`src/rtl/apb_pkg.sv`:
```
// Shared APB definitions for the command-to-APB bridge.
//   APB_ADDR_W / APB_DATA_W : default APB address and data widths
//   apb_state_e             : bridge FSM states
//   apb_cmd_t               : packed command payload (write, addr, wdata)
package apb_pkg;

  localparam int unsigned APB_ADDR_W = 8;
  localparam int unsigned APB_DATA_W = 32;

  typedef enum logic [2:0] {
    IDLE    = 3'd0,
    SETUP   = 3'd1,
    ACCESS  = 3'd2,
    CAPTURE = 3'd3,
    RESP    = 3'd4
  } apb_state_e;

  typedef struct packed {
    logic                  write;
    logic [APB_ADDR_W-1:0] addr;
    logic [APB_DATA_W-1:0] wdata;
  } apb_cmd_t;

endpackage

```
`src/rtl/apb_master_bridge.sv`:
```
// Valid/ready command stream to APB master bridge, one transfer in flight.
// Ports:
//   PCLK, PRESETn                     clock, async active-low reset
//   cmd_valid/cmd_ready               command handshake (cmd_ready decoded from IDLE)
//   cmd_write/cmd_addr/cmd_wdata      command payload
//   rsp_valid/rsp_ready               response handshake
//   rsp_write/rsp_rdata               response payload (rdata is 0 for writes)
//   PSEL/PENABLE/PWRITE/PADDR/PWDATA  APB request, registered
//   PRDATA                            APB read data, registered by the slave
module apb_master_bridge
  import apb_pkg::*;
#(
  parameter int unsigned ADDR_W = APB_ADDR_W,
  parameter int unsigned DATA_W = APB_DATA_W
) (
  input  logic              PCLK,
  input  logic              PRESETn,
  input  logic              cmd_valid,
  output logic              cmd_ready,
  input  logic              cmd_write,
  input  logic [ADDR_W-1:0] cmd_addr,
  input  logic [DATA_W-1:0] cmd_wdata,
  output logic              rsp_valid,
  input  logic              rsp_ready,
  output logic              rsp_write,
  output logic [DATA_W-1:0] rsp_rdata,
  output logic              PSEL,
  output logic              PENABLE,
  output logic              PWRITE,
  output logic [ADDR_W-1:0] PADDR,
  output logic [DATA_W-1:0] PWDATA,
  input  logic [DATA_W-1:0] PRDATA
);

  apb_state_e        state_q,     state_d;
  logic              psel_q,      psel_d;
  logic              penable_q,   penable_d;
  logic              pwrite_q,    pwrite_d;
  logic [ADDR_W-1:0] paddr_q,     paddr_d;
  logic [DATA_W-1:0] pwdata_q,    pwdata_d;
  logic              rsp_valid_q, rsp_valid_d;
  logic              rsp_write_q, rsp_write_d;
  logic [DATA_W-1:0] rsp_rdata_q, rsp_rdata_d;

  // Next-state and next-output decode.
  always_comb begin
    state_d     = state_q;
    pwrite_d    = pwrite_q;
    paddr_d     = paddr_q;
    pwdata_d    = pwdata_q;
    rsp_write_d = rsp_write_q;
    rsp_rdata_d = rsp_rdata_q;

    unique case (state_q)
      IDLE: begin
        if (cmd_valid) begin
          state_d  = SETUP;
          pwrite_d = cmd_write;
          paddr_d  = cmd_addr;
          pwdata_d = cmd_wdata;
        end
      end
      SETUP: begin
        state_d = ACCESS;
      end
      ACCESS: begin
        // Writes complete here; reads need one more cycle for the
        // slave's registered PRDATA.
        if (pwrite_q) begin
          state_d     = RESP;
          rsp_write_d = 1'b1;
          rsp_rdata_d = '0;
        end else begin
          state_d = CAPTURE;
        end
      end
      CAPTURE: begin
        state_d     = RESP;
        rsp_write_d = 1'b0;
        rsp_rdata_d = PRDATA;
      end
      RESP: begin
        if (rsp_ready) begin
          state_d = IDLE;
        end
      end
      default: begin
        state_d = IDLE;
      end
    endcase

    // Registered APB/response strobes follow the state being entered.
    psel_d      = (state_d == SETUP) || (state_d == ACCESS);
    penable_d   = (state_d == ACCESS);
    rsp_valid_d = (state_d == RESP);
  end

  // State and output registers.
  always_ff @(posedge PCLK or negedge PRESETn) begin
    if (!PRESETn) begin
      state_q     <= IDLE;
      psel_q      <= 1'b0;
      penable_q   <= 1'b0;
      pwrite_q    <= 1'b0;
      paddr_q     <= '0;
      pwdata_q    <= '0;
      rsp_valid_q <= 1'b0;
      rsp_write_q <= 1'b0;
      rsp_rdata_q <= '0;
    end else begin
      state_q     <= state_d;
      psel_q      <= psel_d;
      penable_q   <= penable_d;
      pwrite_q    <= pwrite_d;
      paddr_q     <= paddr_d;
      pwdata_q    <= pwdata_d;
      rsp_valid_q <= rsp_valid_d;
      rsp_write_q <= rsp_write_d;
      rsp_rdata_q <= rsp_rdata_d;
    end
  end

  assign cmd_ready = (state_q == IDLE);
  assign rsp_valid = rsp_valid_q;
  assign rsp_write = rsp_write_q;
  assign rsp_rdata = rsp_rdata_q;
  assign PSEL      = psel_q;
  assign PENABLE   = penable_q;
  assign PWRITE    = pwrite_q;
  assign PADDR     = paddr_q;
  assign PWDATA    = pwdata_q;

endmodule

```
`config.mk`:
```
export PLATFORM = sky130hd
export DESIGN_NAME = apb_master_bridge
export DESIGN_NICKNAME = d
export VERILOG_FILES = /design/src/rtl/apb_pkg.sv /design/src/rtl/apb_master_bridge.sv
export SDC_FILE = /design/constraint.sdc
export NUM_CORES = 1
export LEC_CHECK = 0
export CORE_ASPECT_RATIO = 0.75
export CORE_MARGIN = 5
export CORE_UTILIZATION = 45
export CTS_BUF_LIST = sky130_fd_sc_hd__clkbuf_4
export DETAILED_ROUTE_END_ITERATION = 6
export GPL_TIMING_DRIVEN = 1
export PLACE_DENSITY = 0.84
export SYNTH_ARGS = -nofsm -noshare
export SYNTH_HDL_FRONTEND = slang
export SYNTH_SLANG_ARGS = --single-unit
```
`constraint.sdc`:
```
create_clock -name PCLK -period 2.49 [get_ports PCLK]
set_clock_uncertainty 0.05 [all_clocks]
set_input_delay 0.6225 -clock PCLK [delete_from_list [all_inputs] [get_ports PCLK]]
set_output_delay 0.6225 -clock PCLK [all_outputs]
set_load 0.005 [all_outputs]
```
==> results.md <==
Outcome:
- The flow ran to the end, and the final reports show no timing, DRC or antenna violations.

Setup path:
- At the worst endpoint, the required time is 1820 ps.
- The worst reg-to-reg path cell count is 4.
- The start point of the critical path is state_q[2].
- The number of stages on the worst setup path is 2.
- Walking the worst path, the cells encountered are nor3_4 > clkdlybuf4s50_1.
- The maximum cell stage delay along the critical path is 550 ps.
- The worst setup path is launched from a register.
- The critical path ends at cmd_ready.
- The arrival time at the worst endpoint is 1660 ps.
- The endpoint of the lowest-slack register-to-register path is PWDATA[19].
- The minimum setup slack among reg-to-reg paths is 890 ps.
- Along the worst path, the maximum fanout reaches 7.
- The setup path with the least slack is of type register to output pin.
- The combined buffer and inverter count along the critical path is 1.
- The cell type group with the largest total delay on the critical path is buffers and inverters.
- Among all stages on the critical path, the largest delay is contributed by sky130_fd_sc_hd__clkdlybuf4s50_1.
- In this run the critical register-to-register path is launched from state_q[2].
- The worst setup path is captured at an output pin.

Cells and area:
- For this run, the share of the core covered by cells in the final layout is 71.7%.
- The layout cell share with drive strength beyond 1 is 19.0%.
- The repair_antennas step left the layout with diodes totalling 0.
- The layout net count is 424.
- Compared with the post-synthesis result, the final layout area differs by 54.9%.

Synth:
- In this run the cell area of the synthesized design comes to 0.00316 sq mm.
- Counting flops and latches in the post-synthesis netlist gives 80.
- During synthesis, Yosys emitted a total of 0 warnings.
- The number of instances in the synthesized netlist is 187.
- The share of the Yosys chip area taken by registers is 63.3%.
- The number of nets handed over by synthesis was 264.
- The mean area per synthesized cell is 16.9 sq um.
- The synthesized netlist contains 22 unique library cells.

Power:
- The proportion of power drawn by the clock network is 12.3%.
- Summed over all nets, the switching power comes to 1.69 mW.
- The sequential fraction of design power is 38.8%.
- In this run the power density over the cells is 1230 mW/mm^2.
- The switching portion of total power is 28.0%.
- Across the VDD grid, the largest voltage drop is 0.570 mV.
- Combinational logic burns 48.9% of the power.
- The internal power contribution is 4.33 mW.
- Summed over all cells, the static leakage comes to 2.16 nW.
- Total power for the finished layout comes to 6.02 mW.

CTS:
- The total number of H-tree levels is 3.
- The source-to-sink clock delay at the later pin of the worst-skew pair is 410 ps.
- The clock tree from TritonCTS is done.
- The total number of clock tree sinks is 80.
- The tree is rooted in a sky130_fd_sc_hd__clkbuf_4.
- The deepest clock path buffer count is 2.
- The number of buffers created by CTS is 9.
- After clock tree synthesis, the clock-pin slew on the worst setup and hold paths is 120 ps.
- Buffers inserted to repair hold after CTS numbered 0.

Drt:
- The post-route antenna net violation count is 0.
- The routed wire length is 7840 microns.
- For this run, design rule violations remaining after detail routing come to 0.
- The number of violations reported at the end of detailed-routing iteration 0 is 62.
- The via-per-instance ratio is 4.90.
- The vias after detailed routing is 2,136.
- The first detailed-routing pass took 4 iterations.
- Dividing the detail-routed wire length by the instance count gives 18.0 microns.

STA:
- Derived from the worst setup path, the maximum achievable clock frequency is 0.429 GHz.
- Setup slack on the critical path of the routed design comes to 161 ps.
- The number of pins with negative max-slew slack in the final report came to 0.
- The total count of hold-check failures in the final report was 0.
- For the final routed database, the setup TNS stands at 0 ps.
- The number of failing setup endpoints in the final timing report is 0.
- Headroom to the max-slew limit came out at 61.6%.
- After layout, the worst path uses 93.5% of the clock period.
- The smallest clock period supported by the final layout is computed as 2330 ps.
- Setup repair after global routing left no endpoint under its margin.
- At the pin with the least slew margin, the transition time is 576 ps.

Min path:
- The path type of the worst min-delay path is input port to async pin.

GRT:
- The total overflow left after global routing is 0.
- The global-route wire length before repair is 12,200 microns.
- The initial antenna violation count is 0.
- The via count of the first global-routing pass is 2,326.
- The maximum number of pins on one net before global-route repair is 45.
- In the global route stage, overall resource usage came out at 18.2%.

Floorplanning:
- The initial utilization of the core area, before any placement, comes to 46.3%.
- The area of the die is 0.00882 sq mm.
- The area of the core is 0.00683 sq mm.
- The number of top-level design ports is 155.
- The die span in y is 82.6 microns.
- The die is 107 microns wide.
- After floorplanning, the core was divided into 26 placement rows.

Placed design:
- The number of I/O port buffers is 154.
- The final HPWL from detailed placement is 5820 microns.
- The worst setup timing slack at the placement stage is 413 ps.
- The congestion estimate from routability-driven global placement came to 0.705.

Job:
- The number of maximum-capacitance constraint violations is 0.
-- layout make-up --
cell class	instances	area, sq um
Clock buffer	11	82.6
Clock inverter	5	47.5
Fill cell	458	1930
Inverter	2	7.51
Multi-Input combinational cell	91	1010
Sequential cell	80	2000
Tap cell	84	105
Timing Repair Buffer	163	1640
-- through the flow --
step / hold WS, ps / cells / instance area [sq um]
2_1_floorplan: 277 / 187 / 3160
3_3_place_gp: 427 / 417 / 4740
3_5_place_dp: 441 / 417 / 4740
4_1_cts: 136 / 433 / 4870
5_1_grt: 154 / 436 / 4900
6_report: 147 / 436 / 4900
-- registers in the layout (all words and copies together), names as in the netlist --
register   count
PWRITE         1
PADDR          8
rsp_valid      1
PENABLE        1
rsp_write      1
PWDATA        32
rsp_rdata     32
state_q        3
PSEL           1
-- per-layer routing --
metal / global-route usage [%] / vias up / part of all wire, %
li1: - / 998 / -
met1: 23.5 / 1032 / 44
met2: 28.0 / 98 / 45
met3: 7.54 / 8 / 10
met4: 6.13 / 0 / 1.2
met5: 0 / - / 0
-- power groups by stage --
stage | Clock [mW] | Combinational (mW) | Sequential (mW)
final | 0.741 | 2.94 | 2.33
after CTS | 0.773 | 2.95 | 2.35
after detailed placement | 0 | 2.94 | 2.36
after floorplan | 0 | 1.34 | 2.36
after global routing | 0.837 | 3.15 | 2.42
after global placement | 0 | 2.86 | 2.34
-- cells in the final DEF, fill, tap and decap left out --
cell type | netlist | final
sky130_fd_sc_hd__clkdlybuf4s50_1 | 0 | 153
sky130_fd_sc_hd__dfrtp_1 | 80 | 79
sky130_fd_sc_hd__mux2_4 | 39 | 39
sky130_fd_sc_hd__a22o_1 | 32 | 32
sky130_fd_sc_hd__clkbuf_4 | 0 | 11
sky130_fd_sc_hd__buf_4 | 1 | 7
sky130_fd_sc_hd__nor2_1 | 4 | 4
sky130_fd_sc_hd__buf_12 | 4 | 3
sky130_fd_sc_hd__inv_1 | 2 | 2
sky130_fd_sc_hd__mux2i_1 | 2 | 2
sky130_fd_sc_hd__nor3_1 | 2 | 2
sky130_fd_sc_hd__o41ai_1 | 2 | 2
sky130_fd_sc_hd__clkinv_1 | 0 | 2
sky130_fd_sc_hd__clkinv_2 | 0 | 2
sky130_fd_sc_hd__nor3_4 | 1 | 1
sky130_fd_sc_hd__nor2b_1 | 1 | 1
sky130_fd_sc_hd__o21ai_2 | 0 | 1
sky130_fd_sc_hd__nor3b_1 | 1 | 1
sky130_fd_sc_hd__and2_4 | 1 | 1
sky130_fd_sc_hd__and2_1 | 1 | 1
sky130_fd_sc_hd__nand3_1 | 1 | 1
sky130_fd_sc_hd__o21ai_1 | 2 | 1
sky130_fd_sc_hd__a21oi_1 | 1 | 1
sky130_fd_sc_hd__mux2_1 | 1 | 1
sky130_fd_sc_hd__bufinv_16 | 0 | 1
sky130_fd_sc_hd__dfrtp_2 | 0 | 1
-- cell usage after synthesis --
library cell	n	area, sq um
sky130_fd_sc_hd__mux2i_1	2	20.0
sky130_fd_sc_hd__nor3_1	2	10.0
sky130_fd_sc_hd__buf_12	4	80.1
sky130_fd_sc_hd__o41ai_1	2	17.5
sky130_fd_sc_hd__nor2_1	4	15.0
sky130_fd_sc_hd__a21oi_1	1	5.00
sky130_fd_sc_hd__and2_4	1	8.76
sky130_fd_sc_hd__nor3b_1	1	7.51
sky130_fd_sc_hd__mux2_1	1	11.3
sky130_fd_sc_hd__buf_8	1	15.0
sky130_fd_sc_hd__buf_2	7	35.0
sky130_fd_sc_hd__inv_1	2	7.51
sky130_fd_sc_hd__a22o_1	32	280
sky130_fd_sc_hd__mux2_4	39	586
sky130_fd_sc_hd__nor3_4	1	16.3
sky130_fd_sc_hd__nand3_1	1	5.00
sky130_fd_sc_hd__buf_4	1	7.51
sky130_fd_sc_hd__dfrtp_1	80	2000
sky130_fd_sc_hd__o21ai_1	2	10.0
sky130_fd_sc_hd__nor2b_1	1	6.26
sky130_fd_sc_hd__buf_6	1	11.3
sky130_fd_sc_hd__and2_1	1	6.26
-- worst reg2reg max path, cell delays in order, from the launching register on --
cell and delay, ps:
sky130_fd_sc_hd__dfrtp_1 500, sky130_fd_sc_hd__nor3_4 200, sky130_fd_sc_hd__and2_4 210, sky130_fd_sc_hd__buf_12 200, sky130_fd_sc_hd__mux2_1 350
-- worst min-delay path by stage --
| stage | startpoint | endpoint | slack (ps) | cells after the start |
|---|---|---|---|---|
| 2_1_floorplan | PRESETn | PADDR[0] | 280 | 0 |
| 3_3_place_gp | PWDATA[19] | PWDATA[19] | 430 | 1 |
| 3_5_place_dp | rsp_rdata[15] | rsp_rdata[15] | 440 | 1 |
| 4_1_cts | PRESETn | PWDATA[3] | 140 | 1 |
| 5_1_grt | PRESETn | PWDATA[29] | 150 | 1 |
| 6_report | PRESETn | PWDATA[22] | 150 | 1 |
-- cells by family after synthesis --
logic type / share of synthesized area [%]
flip-flops: 63.3
AND/OR/NAND/NOR: 2.37
buffers and inverters: 4.94
AO/OA/AOI/OAI: 9.89
multiplexers: 19.5
-- what timing repair did --
item | 4_1_cts | 5_1_grt
setup endpoints to repair | 0 | 1
setup buffers | 0 | 3
gates resized for setup | 0 | 1
No activity file was read; power rests on OpenSTA's default activity.
